[src/rtl/nand_phy_async_seq.sv]
// nand_phy_async_seq: legacy async (WE#/RE#) NAND bus sequencer, one CMD/ADDR/WRITE/READ op at a time; optional R/B# wait via NAND_ASYNC_RB_WAIT_EN.
// Latency: accept-to-accept T_SETUP+T_WP+T_WH cycles (+T_CEH on a CE change); rsp_valid T_SETUP+T_WP cycles after accept.
// Backpressure: req_ready low while an op owns the bus (high again in its final strobe-high cycle, in CE_HOLD and in IDLE).
module nand_phy_async_seq #(
   parameter int DQ_WIDTH = 8,
   parameter int NUM_CE   = 2,
   parameter int T_SETUP  = 2,
   parameter int T_WP     = 3,
   parameter int T_WH     = 2,
   parameter int T_CEH    = 4,
   parameter int CE_IDLE  = 16
) (
   input  logic                v_clk0,
   input  logic                v_rst0,
   input  logic                req_valid,
   output logic                req_ready,
   input  logic [1:0]          req_op,
   input  logic [DQ_WIDTH-1:0] req_data,
   input  logic [NUM_CE-1:0]   req_ce,
`ifdef NAND_ASYNC_RB_WAIT_EN
   input  logic                req_wait_rb,
   input  logic [NUM_CE-1:0]   v_rb_n,
`endif
   output logic                rsp_valid,
   output logic [DQ_WIDTH-1:0] rsp_data,
   output logic                v_cle,
   output logic                v_ale,
   output logic                v_wen,
   output logic                v_ren,
   output logic [NUM_CE-1:0]   v_cen,
   output logic [DQ_WIDTH-1:0] v_dq_out,
   output logic                v_dq_oe_n,
   input  logic [DQ_WIDTH-1:0] v_dq_in
);

   localparam logic [1:0] OP_CMD  = 2'b00;
   localparam logic [1:0] OP_ADDR = 2'b01;
   localparam logic [1:0] OP_READ = 2'b11;

   // Phase reloads hold (cycles - 1); zero-length phases are stretched to one cycle.
   localparam logic [3:0] SETUP_M1 = (T_SETUP < 2) ? 4'd0 : 4'(T_SETUP - 1);
   localparam logic [3:0] WP_M1    = (T_WP    < 2) ? 4'd0 : 4'(T_WP - 1);
   localparam logic [3:0] WH_M1    = (T_WH    < 2) ? 4'd0 : 4'(T_WH - 1);
   localparam logic [3:0] CEH_M1   = (T_CEH   < 2) ? 4'd0 : 4'(T_CEH - 1);
   localparam logic [7:0] IDLE_M1  = (CE_IDLE < 2) ? 8'd0 : 8'(CE_IDLE - 1);

   typedef enum logic [2:0] {
      IDLE, CE_SW, SETUP, STRB_LO, STRB_HI, CE_HOLD
`ifdef NAND_ASYNC_RB_WAIT_EN
      , WAIT_RB
`endif
   } state_t;

   state_t                state_q, state_d, accept_tgt;
   logic [3:0]            phase_q;
   logic [7:0]            idle_q;
   logic [1:0]            op_q, op_n;
   logic [DQ_WIDTH-1:0]   data_q, data_n;
   logic [NUM_CE-1:0]     mask_q, mask_n;
   logic                  phase_last, accept, wait_sel, rd_capture;
   logic                  cle_d, ale_d, wen_d, ren_d, oe_n_d;
   logic [NUM_CE-1:0]     cen_d;
   logic [DQ_WIDTH-1:0]   dq_d;

   function automatic logic [3:0] phase_len(input state_t s);
      case (s)
         CE_SW:   return CEH_M1;
         SETUP:   return SETUP_M1;
         STRB_LO: return WP_M1;
         STRB_HI: return WH_M1;
         default: return 4'd0;
      endcase
   endfunction

   assign phase_last = (phase_q == 4'd0);
   assign accept     = req_valid & req_ready;
   assign op_n       = accept ? req_op   : op_q;
   assign data_n     = accept ? req_data : data_q;
   assign mask_n     = accept ? req_ce   : mask_q;
   assign rd_capture = (state_q == STRB_LO) && phase_last && (op_q == OP_READ);
   // Same mask, or nothing asserted yet: no CE# gap is needed before the new op.
   assign accept_tgt = ((req_ce == ~v_cen) || (&v_cen)) ? SETUP : CE_SW;

`ifdef NAND_ASYNC_RB_WAIT_EN
   logic [NUM_CE-1:0] rb_meta, rb_sync;
   logic              rb_ok, rb_ok_q, wait_q;

   assign rb_ok    = &(rb_sync | ~mask_q);
   assign wait_sel = wait_q;

   // Two-flop R/B# synchroniser plus one cycle of ready history and the latched wait request.
   always_ff @(posedge v_clk0 or posedge v_rst0) begin
      if (v_rst0) begin
         rb_meta <= '1;
         rb_sync <= '1;
         rb_ok_q <= 1'b0;
         wait_q  <= 1'b0;
      end else begin
         rb_meta <= v_rb_n;
         rb_sync <= rb_meta;
         rb_ok_q <= rb_ok;
         if (accept) wait_q <= req_wait_rb;
      end
   end
`else
   assign wait_sel = 1'b0;
`endif

   // Ready in idle/hold, and in the last strobe-high cycle so same-CE ops run back to back.
   always_comb begin
      req_ready = 1'b0;
      case (state_q)
         IDLE, CE_HOLD: req_ready = 1'b1;
         STRB_HI:       req_ready = phase_last & ~wait_sel;
         default:       req_ready = 1'b0;
      endcase
   end

   // State, phase counter, CE idle timer and latched request.
   always_ff @(posedge v_clk0 or posedge v_rst0) begin
      if (v_rst0) begin
         state_q <= IDLE;
         phase_q <= 4'd0;
         idle_q  <= 8'd0;
         op_q    <= 2'b00;
         data_q  <= '0;
         mask_q  <= '0;
      end else begin
         state_q <= state_d;
         if (state_d != state_q)  phase_q <= phase_len(state_d);
         else if (!phase_last)    phase_q <= phase_q - 4'd1;
         idle_q  <= (state_q == CE_HOLD && state_d == CE_HOLD) ? idle_q + 8'd1 : 8'd0;
         op_q    <= op_n;
         data_q  <= data_n;
         mask_q  <= mask_n;
      end
   end

   // Next-state sequencing through the bus phases.
   always_comb begin
      state_d = state_q;
      case (state_q)
         IDLE:    if (accept) state_d = accept_tgt;
         CE_SW:   if (phase_last) state_d = SETUP;
         SETUP:   if (phase_last) state_d = STRB_LO;
         STRB_LO: if (phase_last) state_d = STRB_HI;
         STRB_HI: begin
            if (accept)          state_d = accept_tgt;
`ifdef NAND_ASYNC_RB_WAIT_EN
            else if (phase_last) state_d = wait_sel ? WAIT_RB : CE_HOLD;
`else
            else if (phase_last) state_d = CE_HOLD;
`endif
         end
         CE_HOLD: begin
            if (accept)                 state_d = accept_tgt;
            else if (idle_q == IDLE_M1) state_d = IDLE;
         end
`ifdef NAND_ASYNC_RB_WAIT_EN
         WAIT_RB: if (rb_ok && rb_ok_q) state_d = CE_HOLD;
`endif
         default: state_d = IDLE;
      endcase
   end

   // Bus pin values for the state being entered; registered below so pins change with the state.
   always_comb begin
      cle_d  = 1'b0;
      ale_d  = 1'b0;
      wen_d  = 1'b1;
      ren_d  = 1'b1;
      oe_n_d = 1'b1;
      cen_d  = v_cen;
      dq_d   = v_dq_out;
      case (state_d)
         IDLE, CE_SW: cen_d = '1;
         SETUP, STRB_LO, STRB_HI: begin
            cen_d  = ~mask_n;
            cle_d  = (op_n == OP_CMD);
            ale_d  = (op_n == OP_ADDR);
            oe_n_d = (op_n == OP_READ);
            if (op_n != OP_READ) dq_d = data_n;
            if (state_d == STRB_LO) begin
               if (op_n == OP_READ) ren_d = 1'b0;
               else                 wen_d = 1'b0;
            end
         end
         default: cen_d = v_cen;
      endcase
   end

   // Registered NAND pins and read response.
   always_ff @(posedge v_clk0 or posedge v_rst0) begin
      if (v_rst0) begin
         v_cle     <= 1'b0;
         v_ale     <= 1'b0;
         v_wen     <= 1'b1;
         v_ren     <= 1'b1;
         v_cen     <= '1;
         v_dq_out  <= '0;
         v_dq_oe_n <= 1'b1;
         rsp_valid <= 1'b0;
         rsp_data  <= '0;
      end else begin
         v_cle     <= cle_d;
         v_ale     <= ale_d;
         v_wen     <= wen_d;
         v_ren     <= ren_d;
         v_cen     <= cen_d;
         v_dq_out  <= dq_d;
         v_dq_oe_n <= oe_n_d;
         rsp_valid <= rd_capture;
         if (rd_capture) rsp_data <= v_dq_in;
      end
   end

endmodule

[config.mk]
export PLATFORM = sky130hd
export DESIGN_NAME = nand_phy_async_seq
export DESIGN_NICKNAME = d
export VERILOG_FILES = /design/src/rtl/nand_phy_async_seq.sv
export SDC_FILE = /design/constraint.sdc
export NUM_CORES = 1
export LEC_CHECK = 0
export BUFFER_PORTS_ARGS = -buffer_cell sky130_fd_sc_hd__buf_2
export CAP_MARGIN = 20
export CORE_ASPECT_RATIO = 0.75
export CORE_UTILIZATION = 30
export CTS_CLUSTER_DIAMETER = 200
export CTS_CLUSTER_SIZE = 10
export DETAILED_ROUTE_END_ITERATION = 12
export SLEW_MARGIN = 20
export SYNTH_ARGS = -nofsm -noshare
export SYNTH_HDL_FRONTEND = slang
export SYNTH_SLANG_ARGS = --single-unit
[constraint.sdc]
create_clock -name v_clk0 -period 2.7 [get_ports v_clk0]
set_input_delay 0.135 -clock v_clk0 [delete_from_list [all_inputs] [get_ports v_clk0]]
set_output_delay 0.135 -clock v_clk0 [all_outputs]
set_load 0.03 [all_outputs]
Yosys cells after proc, flatten, opt, wreduce, memory -nomap -nowiden
Index checks and enable logic that the tools add are counted.

Flip-flop bits (word level): 51. Bits of input ports: 23. Output and inout bits: 25. Logic and storage cells: 81.

$add $sub $neg: 2. Equality and inequality tests: 18. Muxes and demuxes: 28. Bitwise operators: 3. Reduce and logical (&&, ||, !) cells: 15.

Operators by type and width (number): 3-bit two-way mux (8); 3-bit case mux with 6 select lines (1); 8-bit two-way mux (2); 3-bit by 2-bit equality test with 1-bit output, second input constant (4); 3-bit equality test, second input constant (4); 1-bit two-way mux (9); 8-bit by 1-bit adder with 8-bit output, second input constant (1); 8-bit by 4-bit equality test with 1-bit output, second input constant (1); 4-bit two-way mux (2); 3-bit by 1-bit equality test with 1-bit output, second input constant (2); 3-bit logical NOT (2); 2-bit two-way mux (3); 2-bit case mux with 3 select lines (1); 2-bit OR reduction (3); 2-bit equality test, second input constant (2); 4-bit logical NOT (1); 2-bit inverter (2); 2-bit case mux with 2 select lines (1); 2-bit AND reduction (2); 4-bit by 1-bit subtractor with 4-bit output, second input constant (1); 1-bit logical AND (3); 3-bit inequality test (1); 3-bit OR reduction (1); 2-bit by 1-bit equality test with 1-bit output, second input constant (1); other kinds (8) (8).

Longest topological paths before layout
Gate-level depths: netlist of the first run.

Depth in word-level cells: 10. Depth in mapped cells: 10. Mapped depth without buffers: 9.

Least setup slack after synthesis of the first run
Ideal clock, no wire load.

Path type: register to register. From: register phase_q[0]. To: register v_dq_out[0]. Setup time: 0.125 ns. Arrival: 2.343 ns. Required time: 2.575 ns. Path slack: 0.232 ns. Cell stages (with the launch flop): 11. Path buffers: 2. Clock period less this slack: 2.468 ns. Cells stage by stage: dfrtp_1 inv_1 ha_1 or3b_1 clkbuf_1 or3_1 o31a_4 nor2_2 o21a_1 buf_6 mux2_4.

Longest elaborated chain between the ends: 8. Elaborated cells between the ends (all ways): 19. Those cells by class: 4 x eq/ne; 11 x mux; 1 x bitwise; 3 x reduce/logical.

RTL lines: from (decl) (line 55) `logic [3:0] phase_q;`; from (signal assigned) (line 130) `if (state_d != state_q) phase_q <= phase_len(state_d);`; from (signal assigned) (line 131) `else if (!phase_last) phase_q <= phase_q - 4'd1;`; 4-bit logical NOT * (line 75) `assign phase_last = (phase_q == 4'd0);`; 1-bit case mux with 2 select lines (line 112) `case (state_q)`; 1-bit AND (line 76) `assign accept = req_valid & req_ready;`; 3-bit two-way mux, on equally long branches (line 156, 143, 148); 3-bit case mux with 6 select lines (line 142) `case (state_q)`; 3-bit by 2-bit equality test with 1-bit output or 3-bit equality test (tied branches) (line 175) `case (state_d)`; 3-bit OR reduction (line 175); 2-bit AND reduction (no source line); to (signal assigned) (line 210) `v_dq_out <= dq_d;`; to (decl) (line 31) `output logic [DQ_WIDTH-1:0] v_dq_out,`.

Every way passes the cells marked *; elsewhere a longest branch is shown, timed or not. A chain may end at the register's enable or synchronous reset.

Worst setup path in the final report of the first run
From: register phase_q[0]. To: register v_dq_out[4].

Same word-level chain as after synthesis.

==> impl_metrics.csv, run 1 <==
group,metric,value,unit
status,outcome,"complete, but fails checks",
status,violations,"negative hold slack",
pwr,p_leak,1.45,nW
synthesis,syn-num-nets,253,
global_route,antenna_found_initial,0,
layout,antennaDiodeCount,0,
timing,max_freq,396,MHz
drt,drt.antenna.violating_nets,0,
timing,relSlewSlack,43.2,%
timing,timing.final.ws_setup,0.175,ns
cts,clock_sinks,51,
drt,num_vias,1842,
global_route,grt_pass1_wl,8.42,mm
timing,hold_ws,-0.0447,ns
synthesis,avgSynthCellArea,10.7,um^2
layout,finalNetCount,311,
pwr,power-per-cell-area,1300,nW/um^2
drt,drt_wl_total,5.07,mm
drt,drt_iter0_drc,92,
global_route,grt_max_degree,52,
cts,numCtsBuffers,5,
synthesis,synth_cells,228,
floorplanning,die_x,106,um
floorplanning,initial_core_util,31.0,%
cts,cts.repair.resized,0,
global_route,track_usage,12.6,%
critical_path,cp.required,2.90,ns
critical_path,cp_slowest_stage_delay,0.53,ns
timing,setup_tns,0,ns
drt,via_per_inst,4.70,
critical_path,r2r_cells,9,
critical_path,cp_data_arrival_time,2.72,ns
timing,setup_violations,0,
critical_path,rr_startpoint,"phase_q[0]$_DFFE_PP0P_",
floorplanning,die_y,80.2,um
placement,port_buffers,47,
layout,num-fill-cells,787,
critical_path,criticalPathCategory,"reg -> reg",
layout,area_growth_syn_to_layout,20.5,%
cts,clk_latency,0.31,ns
timing,period_share,93.5,%
pwr,power.total,3.84,mW
global_route,first_global_vias,1765,
timing,finClkSkew,0.00707,ns
timing,tightest_slew,0.850,ns
timing,hold_viol_final,46,
drt,wl_per_cell,12.9,um
cts,cts_tree,"done",
timing,final_max_slew_viol_count,0,
worst_hold_path,hp-class,"in -> async",
pwr,ir_worst_vdd,0.000436,V
critical_path,crit_path_end_kind,"flip-flop",
floorplanning,rows,28,
floorplanning,dieArea,8520,um^2
cts,clock_path_buffers,2,
job,cap_violations,0,
cts,clockRootBuffer,"clkbuf_8",
timing,grt_setup_unrepaired,"no",
synthesis,synth_edf_count,0,
drt,drtPass1Iterations,4,
synthesis,synthesis.area,2450,um^2
synthesis,ys_warn_count,0,
critical_path,reg2reg_slack,0.18,ns
drt,drc,0,
synthesis,ys_ff_latch,51,
synthesis,synthDistinctLibCells,51,
global_route,gr-total-overflow,0,
critical_path,critPathLaunch,"phase_q[0]$_DFFE_PP0P_",
cts,clkTransAtPathRegs,0.10,ns
cts,hold_buffers,0,
critical_path,slowest_stage,"or4b_4",
placement,place_ws,0.0961,ns
placement,dp.final_hpwl,3.76,mm
synthesis,yosysSeqAreaShare,52.4,%
critical_path,r2r-end,"v_dq_out[4]$_DFFE_PP0P_",
synthesis,async_flop_share,100,%
synthesis,synthFlopType,"dfrtp_1",
floorplanning,core_area,7880,um^2
critical_path,path_cells,"inv_1 -> ha_1 -> or4b_4 -> a21oi_4 -> o31a_4 -> nor2_2 -> o21a_1 -> buf_4 -> mux2_4",
cts,cts-htree-levels,2,
critical_path,startpoint_type,"flip-flop",
floorplanning,pin_count,48,
placement,gp_congestion,0.838,
critical_path,crit_fanout,7,
critical_path,crit_path_end,"v_dq_out[4]$_DFFE_PP0P_",
layout,drive_gt1_share,34.8,%
timing,period_minus_slack,2.52,ns
[layer usage]
layer  wire length (um)  part of all wire [%]  global-route usage (%)  vias to the layer above
met2               2050                    40                    18.2                       62
met3                374                   7.4                    2.84                        8
met1               2590                    51                    18.6                      862
met4                 57                   1.1                    4.17                        0
met5                  0                     0                       0                        -
li1                   -                     -                       -                      910
[sequential cells by signal, indices dropped and copies added (netlist names), 2 cells and up]
register and count:
data_q 8, idle_q 8, mask_q 2, op_q 2
phase_q 4, rsp_data 8, state_q 3, v_cen 2
v_dq_out 8
[through the flow]
stage	cell area, um^2	std cells	utilization, %
2_1_floorplan	2450	228	-
3_3_place_gp	2850	383	36.2
3_5_place_dp	2850	383	36.2
4_1_cts	2940	391	37.3
5_1_grt	2950	392	37.4
6_report	2950	392	37.4
[worst min-delay path by stage]
stage / startpoint / end / slack, ns
CTS: req_data[3] / data_q[3]$_DFF_PP0_ / 0.03
finish: v_rst0 / rsp_data[4]$_DFFE_PP0P_ / -0.04
floorplan: req_op[1] / op_q[1]$_DFF_PP0_ / 0.26
global route: v_rst0 / rsp_data[0]$_DFFE_PP0P_ / 0.03
global placement: req_data[4] / data_q[4]$_DFF_PP0_ / 0.37
detailed placement: req_data[3] / data_q[3]$_DFF_PP0_ / 0.36
[synthesized netlist by cell type, types with 5 or more instances]
cell,instances,area (um^2)
dfrtp_1,46,1150
nand2_1,36,135
nor2_1,16,60.1
inv_1,10,37.5
a21oi_1,9,45.0
mux2_2,8,90.1
mux2_4,8,120
clkbuf_1,6,22.5
nor3_1,6,30.0
and3_1,5,31.3
dfstp_2,5,131
nand2b_1,5,31.3
xor2_1,5,43.8
[worst max-delay path: cells and delay by family, from the launching register on]
kind,cells,cell delay (ns)
AO/OA/AOI/OAI,3,0.66
flip-flops,1,0.39
adder cells (fa/ha/maj),1,0.23
buffers and inverters,2,0.25
AND/OR/NAND/NOR,2,0.58
multiplexers,1,0.29
[area by class of cell]
cell class                 instances  area [um^2]  share of cell area, %
clock buffer                       5         68.8                   2.33
clock inverter                     3         20.0                  0.679
inverter                          11         42.5                   1.44
multi-input combinational        158         1080                   36.5
sequential                        51         1280                   43.5
tap                              105          131                   4.46
timing repair buffer              59          325                   11.0
[kinds of logic (layout without fill, tap and decap cells)]
| kind of cell | Yosys count | after routing | synth area share, % |
|---|---|---|---|
| AO/OA/AOI/OAI | 38 | 38 | 11.9 |
| XOR/XNOR | 9 | 9 | 3.22 |
| adder cells (fa/ha/maj) | 2 | 2 | 1.02 |
| buffers and inverters | 19 | 78 | 3.53 |
| flip-flops | 51 | 51 | 52.4 |
| multiplexers | 19 | 19 | 9.82 |
| AND/OR/NAND/NOR | 90 | 90 | 18.1 |
[cells in the final DEF (no fill, tap or decap), types with 3 or more instances in the layout]
cell and n:
xor2_1 5, nand3_1 4, mux2_4 8, o21a_1 3, xnor2_1 4, nor3_1 6, mux2i_1 3, a21oi_1 9
nand2b_1 5, nor2_1 16, and3_1 5, o21ai_0 3, nand4_1 3, nand2_1 36, inv_1 9, buf_4 12
buf_2 47, clkbuf_8 5, dfrtp_1 46, mux2_2 8, dfstp_2 5
[report_power, final]
| part | leakage (nW) | switching (mW) | internal [mW] |
|---|---|---|---|
| registers | 0.646 | 0.154 | 1.07 |
| clock network | 0.0402 | 0.258 | 0.181 |
| logic | 0.769 | 1.25 | 0.921 |
[repair_timing]
action | CTS | global route
endpoints found under the setup margin | 0 | 8
endpoints found under the hold margin | 0 | 0
setup buffers | 0 | 1
Note: power is estimated with default switching activity, not from simulation.
==> run 2: changes to the inputs <==
--- a/config.mk
+++ b/config.mk
@@ -7,7 +7,6 @@
 export LEC_CHECK = 0
 export BUFFER_PORTS_ARGS = -buffer_cell sky130_fd_sc_hd__buf_2
 export CAP_MARGIN = 20
-export CORE_ASPECT_RATIO = 0.75
 export CORE_UTILIZATION = 30
 export CTS_CLUSTER_DIAMETER = 200
 export CTS_CLUSTER_SIZE = 10
==> impl_metrics.csv, run 2 (synthesized netlist as in run 1, its figures left out) <==
group,metric,value,unit
critical_path,crit_fanout,9,
drt,drt_wl_total,5.16,mm
layout,final_common_cell,"buf_2",
placement,port_buffers,47,
layout,drive_gt1_share,34.3,%
pwr,p_leak,1.47,nW
drt,drtPass1Iterations,4,
status,outcome,"complete, but fails checks",
pwr,p_seq_share,30.8,%
floorplanning,pin_count,48,
pwr,ir_worst_vdd,0.000594,V
pwr,comb_power_share,56.1,%
timing,hold_ws,-0.0312,ns
global_route,antenna_found_initial,0,
placement,dp.final_hpwl,3.82,mm
floorplanning,core_area,7810,um^2
global_route,first_global_vias,1813,
timing,max_freq,397,MHz
global_route,track_usage,12.7,%
critical_path,criticalPathCategory,"reg -> reg",
layout,finalNetCount,310,
timing,tightest_slew,0.844,ns
timing,relSlewSlack,43.7,%
layout,design_area,2970,um^2
timing,finClkSkew,0.00324,ns
cts,cts-htree-levels,2,
cts,clk_latency,0.30,ns
critical_path,startpoint_type,"flip-flop",
placement,gp_congestion,0.861,
worst_hold_path,hp-class,"in -> async",
pwr,power_switching,1.67,mW
drt,wl_per_cell,13.3,um
pwr,p_clk_share,13.2,%
layout,mostFrequentLayoutCells,"47 x buf_2, 46 x dfrtp_1, 36 x nand2_1",
cts,cts_tree,"done",
floorplanning,dieArea,8520,um^2
floorplanning,die_x,92.3,um
critical_path,crit_path_end_kind,"flip-flop",
status,violations,"negative hold slack",
cts,numCtsBuffers,5,
drt,via_per_inst,4.77,
critical_path,path_cells,"inv_1 -> ha_1 -> or3b_1 -> or3_1 -> o31a_4 -> nor2_2 -> o21a_1 -> buf_12 -> mux2_4",
critical_path,reg2reg_slack,0.18,ns
timing,hold_viol_final,46,
layout,area_growth_syn_to_layout,21.4,%
timing,period_share,93.3,%
floorplanning,rows,32,
critical_path,cp.required,2.89,ns
job,cap_violations,0,
cts,clockRootBuffer,"clkbuf_8",
timing,final_max_slew_viol_count,0,
timing,setup_violations,0,
drt,drt.antenna.violating_nets,0,
placement,placed_cell_area,2860,um^2
drt,num_vias,1851,
critical_path,cp_data_arrival_time,2.71,ns
cts,clock_path_buffers,2,
pwr,p_int,2.29,mW
pwr,power.total,3.96,mW
timing,grt_setup_unrepaired,"no",
global_route,grt_max_degree,52,
floorplanning,initial_core_util,31.3,%
cts,hold_buffers,0,
floorplanning,die_y,92.3,um
critical_path,r2r_cells,9,
cts,post_cts_buffers,0,
timing,period_minus_slack,2.52,ns
drt,drc,0,
cts,clock_sinks,51,
critical_path,cp_slowest_stage_delay,0.41,ns
drt,drt_iter0_drc,82,
timing,setup_tns,0,ns
cts,clkTransAtPathRegs,0.09,ns
cts,cts.repair.resized,0,
global_route,grt_pass1_wl,8.51,mm
critical_path,slowest_stage,"or3_1",
pwr,power-per-cell-area,1330,nW/um^2
pwr,switching_share,42.2,%
global_route,gr-total-overflow,0,
layout,antennaDiodeCount,0,
==> run 2: cell types whose count changed in the layout (fill, tap and decap cells not counted) <==
cell | before | now
buf_4 | 12 | 10
bufinv_16 | 0 | 1
buf_12 | 0 | 1
clkbuf_1 | 0 | 1
clkinvlp_4 | 2 | 1
clkinv_2 | 2 | 1
==> run 2: critical path: cells and delay by family (launching register included) <==
family                   cells  cell delay, ns
flip-flops                   1            0.38
AO/OA/AOI/OAI                2            0.34
adder cells (fa/ha/maj)      1            0.23
AND/OR/NAND/NOR              3            0.94
multiplexers                 1            0.30
buffers and inverters        2            0.23
==> run 2: worst paths after layout <==
path,start,to
max,phase_q[0]$_DFFE_PP0P_,v_dq_out[5]$_DFFE_PP0P_
min reg2reg,data_q[5]$_DFF_PP0_,data_q[5]$_DFF_PP0_
min,v_rst0,v_dq_out[4]$_DFFE_PP0P_
max in group asynchronous,v_rst0,state_q[0]$_DFF_PP0_
max reg2reg,phase_q[0]$_DFFE_PP0P_,v_dq_out[5]$_DFFE_PP0P_
min in group v_clk0,req_data[2],data_q[2]$_DFF_PP0_
==> run 2: power groups by stage <==
stage | clock, mW | sequential [mW] | combinational (mW)
after floorplan | 0 | 1.51 | 1.33
after global placement | 0 | 1.23 | 2.19
after detailed placement | 0 | 1.23 | 2.22
after CTS | 0.540 | 1.22 | 2.23
after global routing | 0.568 | 1.26 | 2.42
final | 0.522 | 1.22 | 2.22
==> run 2: routing by layer <==
layer,track usage [%],vias to the layer above,routed length [um]
met1,16.8,890,2380
met2,20.6,52,2460
met4,3.78,0,51
li1,-,904,-
met5,0,-,0
met3,3.04,5,269
==> run 2: cell type report <==
class / count / area, um^2
Timing Repair Buffer: 58 / 330
Sequential cell: 51 / 1280
Clock inverter: 2 / 37.5
Fill cell: 761 / 4840
Inverter: 11 / 42.5
Tap cell: 102 / 128
Multi-Input combinational cell: 158 / 1080
Clock buffer: 6 / 72.6
==> run 2: per-stage QoR <==
stage | cells | util (%) | setup WS (ns)
after floorplan | 228 | - | 0.232
after global placement | 380 | 36.6 | 0.225
after CTS | 388 | 38.0 | 0.178
final | 388 | 38.0 | 0.181
after detailed placement | 380 | 36.6 | 0.200
after global routing | 388 | 38.0 | 0.0347
==> run 3: changes to the inputs <==
--- a/config.mk
+++ b/config.mk
@@ -7,10 +7,11 @@
 export LEC_CHECK = 0
 export BUFFER_PORTS_ARGS = -buffer_cell sky130_fd_sc_hd__buf_2
 export CAP_MARGIN = 20
-export CORE_UTILIZATION = 30
+export CORE_UTILIZATION = 45
 export CTS_CLUSTER_DIAMETER = 200
 export CTS_CLUSTER_SIZE = 10
 export DETAILED_ROUTE_END_ITERATION = 12
+export PLACE_DENSITY = 0.67
 export SLEW_MARGIN = 20
 export SYNTH_ARGS = -nofsm -noshare
 export SYNTH_HDL_FRONTEND = slang
==> impl_metrics.csv, run 3 (synthesized netlist as in run 1, its figures left out) <==
group,metric,value,unit
cts,clockRootBuffer,"clkbuf_8",
pwr,power-per-cell-area,1360,nW/um^2
critical_path,crit_fanout,9,
critical_path,crit_path_end_kind,"flip-flop",
placement,place_inst,347,
placement,dp.final_hpwl,3.52,mm
layout,antennaDiodeCount,0,
timing,grt_setup_unrepaired,"no",
pwr,comb_power_share,54.1,%
timing,hold_viol_final,46,
drt,drc,0,
placement,port_buffers,47,
critical_path,worst-path-buf-inv,2,
pwr,p_leak,1.48,nW
layout,fin_cells,355,
cts,cts-htree-levels,2,
cts,clock_path_buffers,2,
critical_path,slowest_stage,"or3_1",
floorplanning,initial_core_util,47.3,%
timing,final_max_slew_viol_count,0,
pwr,p_seq_share,30.6,%
cts,clock_sinks,51,
drt,wl_per_cell,13.8,um
critical_path,cp_data_arrival_time,2.71,ns
timing,period_share,93.3,%
layout,design_area,2950,um^2
timing,setup_violations,0,
cts,cts_tree,"done",
drt,drt_wl_total,4.89,mm
timing,tightest_slew,0.856,ns
timing,max_freq,397,MHz
global_route,track_usage,18.2,%
cts,clkTransAtPathRegs,0.09,ns
status,outcome,"complete, but fails checks",
pwr,switching_share,40.6,%
drt,via_per_inst,5.25,
critical_path,cp_top_family,"simple AND/OR/NAND/NOR gates",
layout,finalNetCount,309,
drt,drtPass1Iterations,4,
placement,place_ws,0.152,ns
floorplanning,pin_count,48,
floorplanning,core_area,5170,um^2
drt,num_vias,1863,
pwr,p_int,2.38,mW
pwr,ir_worst_vdd,0.000663,V
critical_path,startpoint_type,"flip-flop",
timing,setup_tns,0,ns
global_route,first_global_vias,1697,
layout,mostFrequentLayoutCells,"47 x buf_2, 46 x dfrtp_1, 36 x nand2_1",
critical_path,criticalPathCategory,"reg -> reg",
drt,drt_iter0_drc,75,
critical_path,path_cells,"inv_1 -> ha_1 -> or3b_1 -> or3_1 -> o31a_4 -> nor2_2 -> o21a_1 -> buf_12 -> mux2_4",
critical_path,cp_slowest_stage_delay,0.40,ns
floorplanning,die_x,75.7,um
global_route,grt_max_degree,52,
layout,final_common_cell,"buf_2",
job,cap_violations,0,
placement,placed_cell_area,2810,um^2
global_route,gr-total-overflow,0,
placement,gp_congestion,0.861,
pwr,p_clk_share,15.4,%
floorplanning,dieArea,5730,um^2
floorplanning,rows,26,
timing,finClkSkew,0.00890,ns
drt,drt.antenna.violating_nets,0,
timing,relSlewSlack,42.9,%
critical_path,cp.required,2.89,ns
cts,clk_latency,0.30,ns
global_route,antenna_found_initial,0,
timing,timing.final.ws_setup,0.180,ns
floorplanning,die_y,75.7,um
cts,numCtsBuffers,5,
global_route,grt_pass1_wl,7.83,mm
layout,num-fill-cells,445,
timing,hold_ws,-0.0250,ns
status,violations,"negative hold slack",
timing,period_minus_slack,2.52,ns
layout,drive_gt1_share,34.4,%
layout,area_growth_syn_to_layout,20.7,%
pwr,power_switching,1.63,mW
worst_hold_path,hp-class,"in -> async",
run 3: power by group through the flow:
stage | Combinational (mW) | Clock [mW] | Sequential (mW)
after floorplan | 1.33 | 0 | 1.51
after global placement | 2.14 | 0 | 1.24
after detailed placement | 2.16 | 0 | 1.24
after CTS | 2.17 | 0.627 | 1.23
after global routing | 2.38 | 0.655 | 1.27
final | 2.17 | 0.616 | 1.23
run 3: what timing repair did:
action	CTS	global route
setup endpoints to repair	0	8
resized for setup	0	1
hold buffers	0	0
setup buffers	0	0
run 3: worst paths after layout:
check / from / endpoint / slack [ns] / cells after the start
worst max-delay path: phase_q[0]$_DFFE_PP0P_ / v_dq_out[3]$_DFFE_PP0P_ / 0.18 / 9
worst min-delay path: v_rst0 / data_q[1]$_DFF_PP0_ / -0.02 / 2
worst max register to register: phase_q[0]$_DFFE_PP0P_ / v_dq_out[3]$_DFFE_PP0P_ / 0.18 / 9
worst min register to register: data_q[4]$_DFF_PP0_ / data_q[4]$_DFF_PP0_ / 0.48 / 2
max in group asynchronous: v_rst0 / op_q[1]$_DFF_PP0_ / 2.22 / 2
min in group v_clk0: req_data[5] / data_q[5]$_DFF_PP0_ / 0.04 / 3
run 3: metrics by stage:
stage | total power, mW | util (%)
after floorplan | 2.84 | -
after global placement | 3.38 | 54.4
after detailed placement | 3.40 | 54.4
after CTS | 4.02 | 56.9
after global routing | 4.31 | 57.1
final | 4.01 | 57.1
run 3: cell type report:
| cell class | instances | area, um^2 | share of cell area, % |
|---|---|---|---|
| clock buffers | 6 | 72.6 | 2.46 |
| clock inverters | 2 | 60.1 | 2.03 |
| inverters | 11 | 42.5 | 1.44 |
| multi-input cells | 158 | 1080 | 36.7 |
| flip-flops and latches | 51 | 1280 | 43.5 |
| well taps | 70 | 87.6 | 2.97 |
| repair buffers | 57 | 323 | 10.9 |
run 3: routing by layer:
metal  share of wire, %  global-route usage (%)  up-vias
met5                  0                       0        -
li1                   -                       -      908
met1                 49                    26.0      892
met2                 45                    28.6       56
met4               0.90                    4.32        0
met3                4.7                    3.70        7
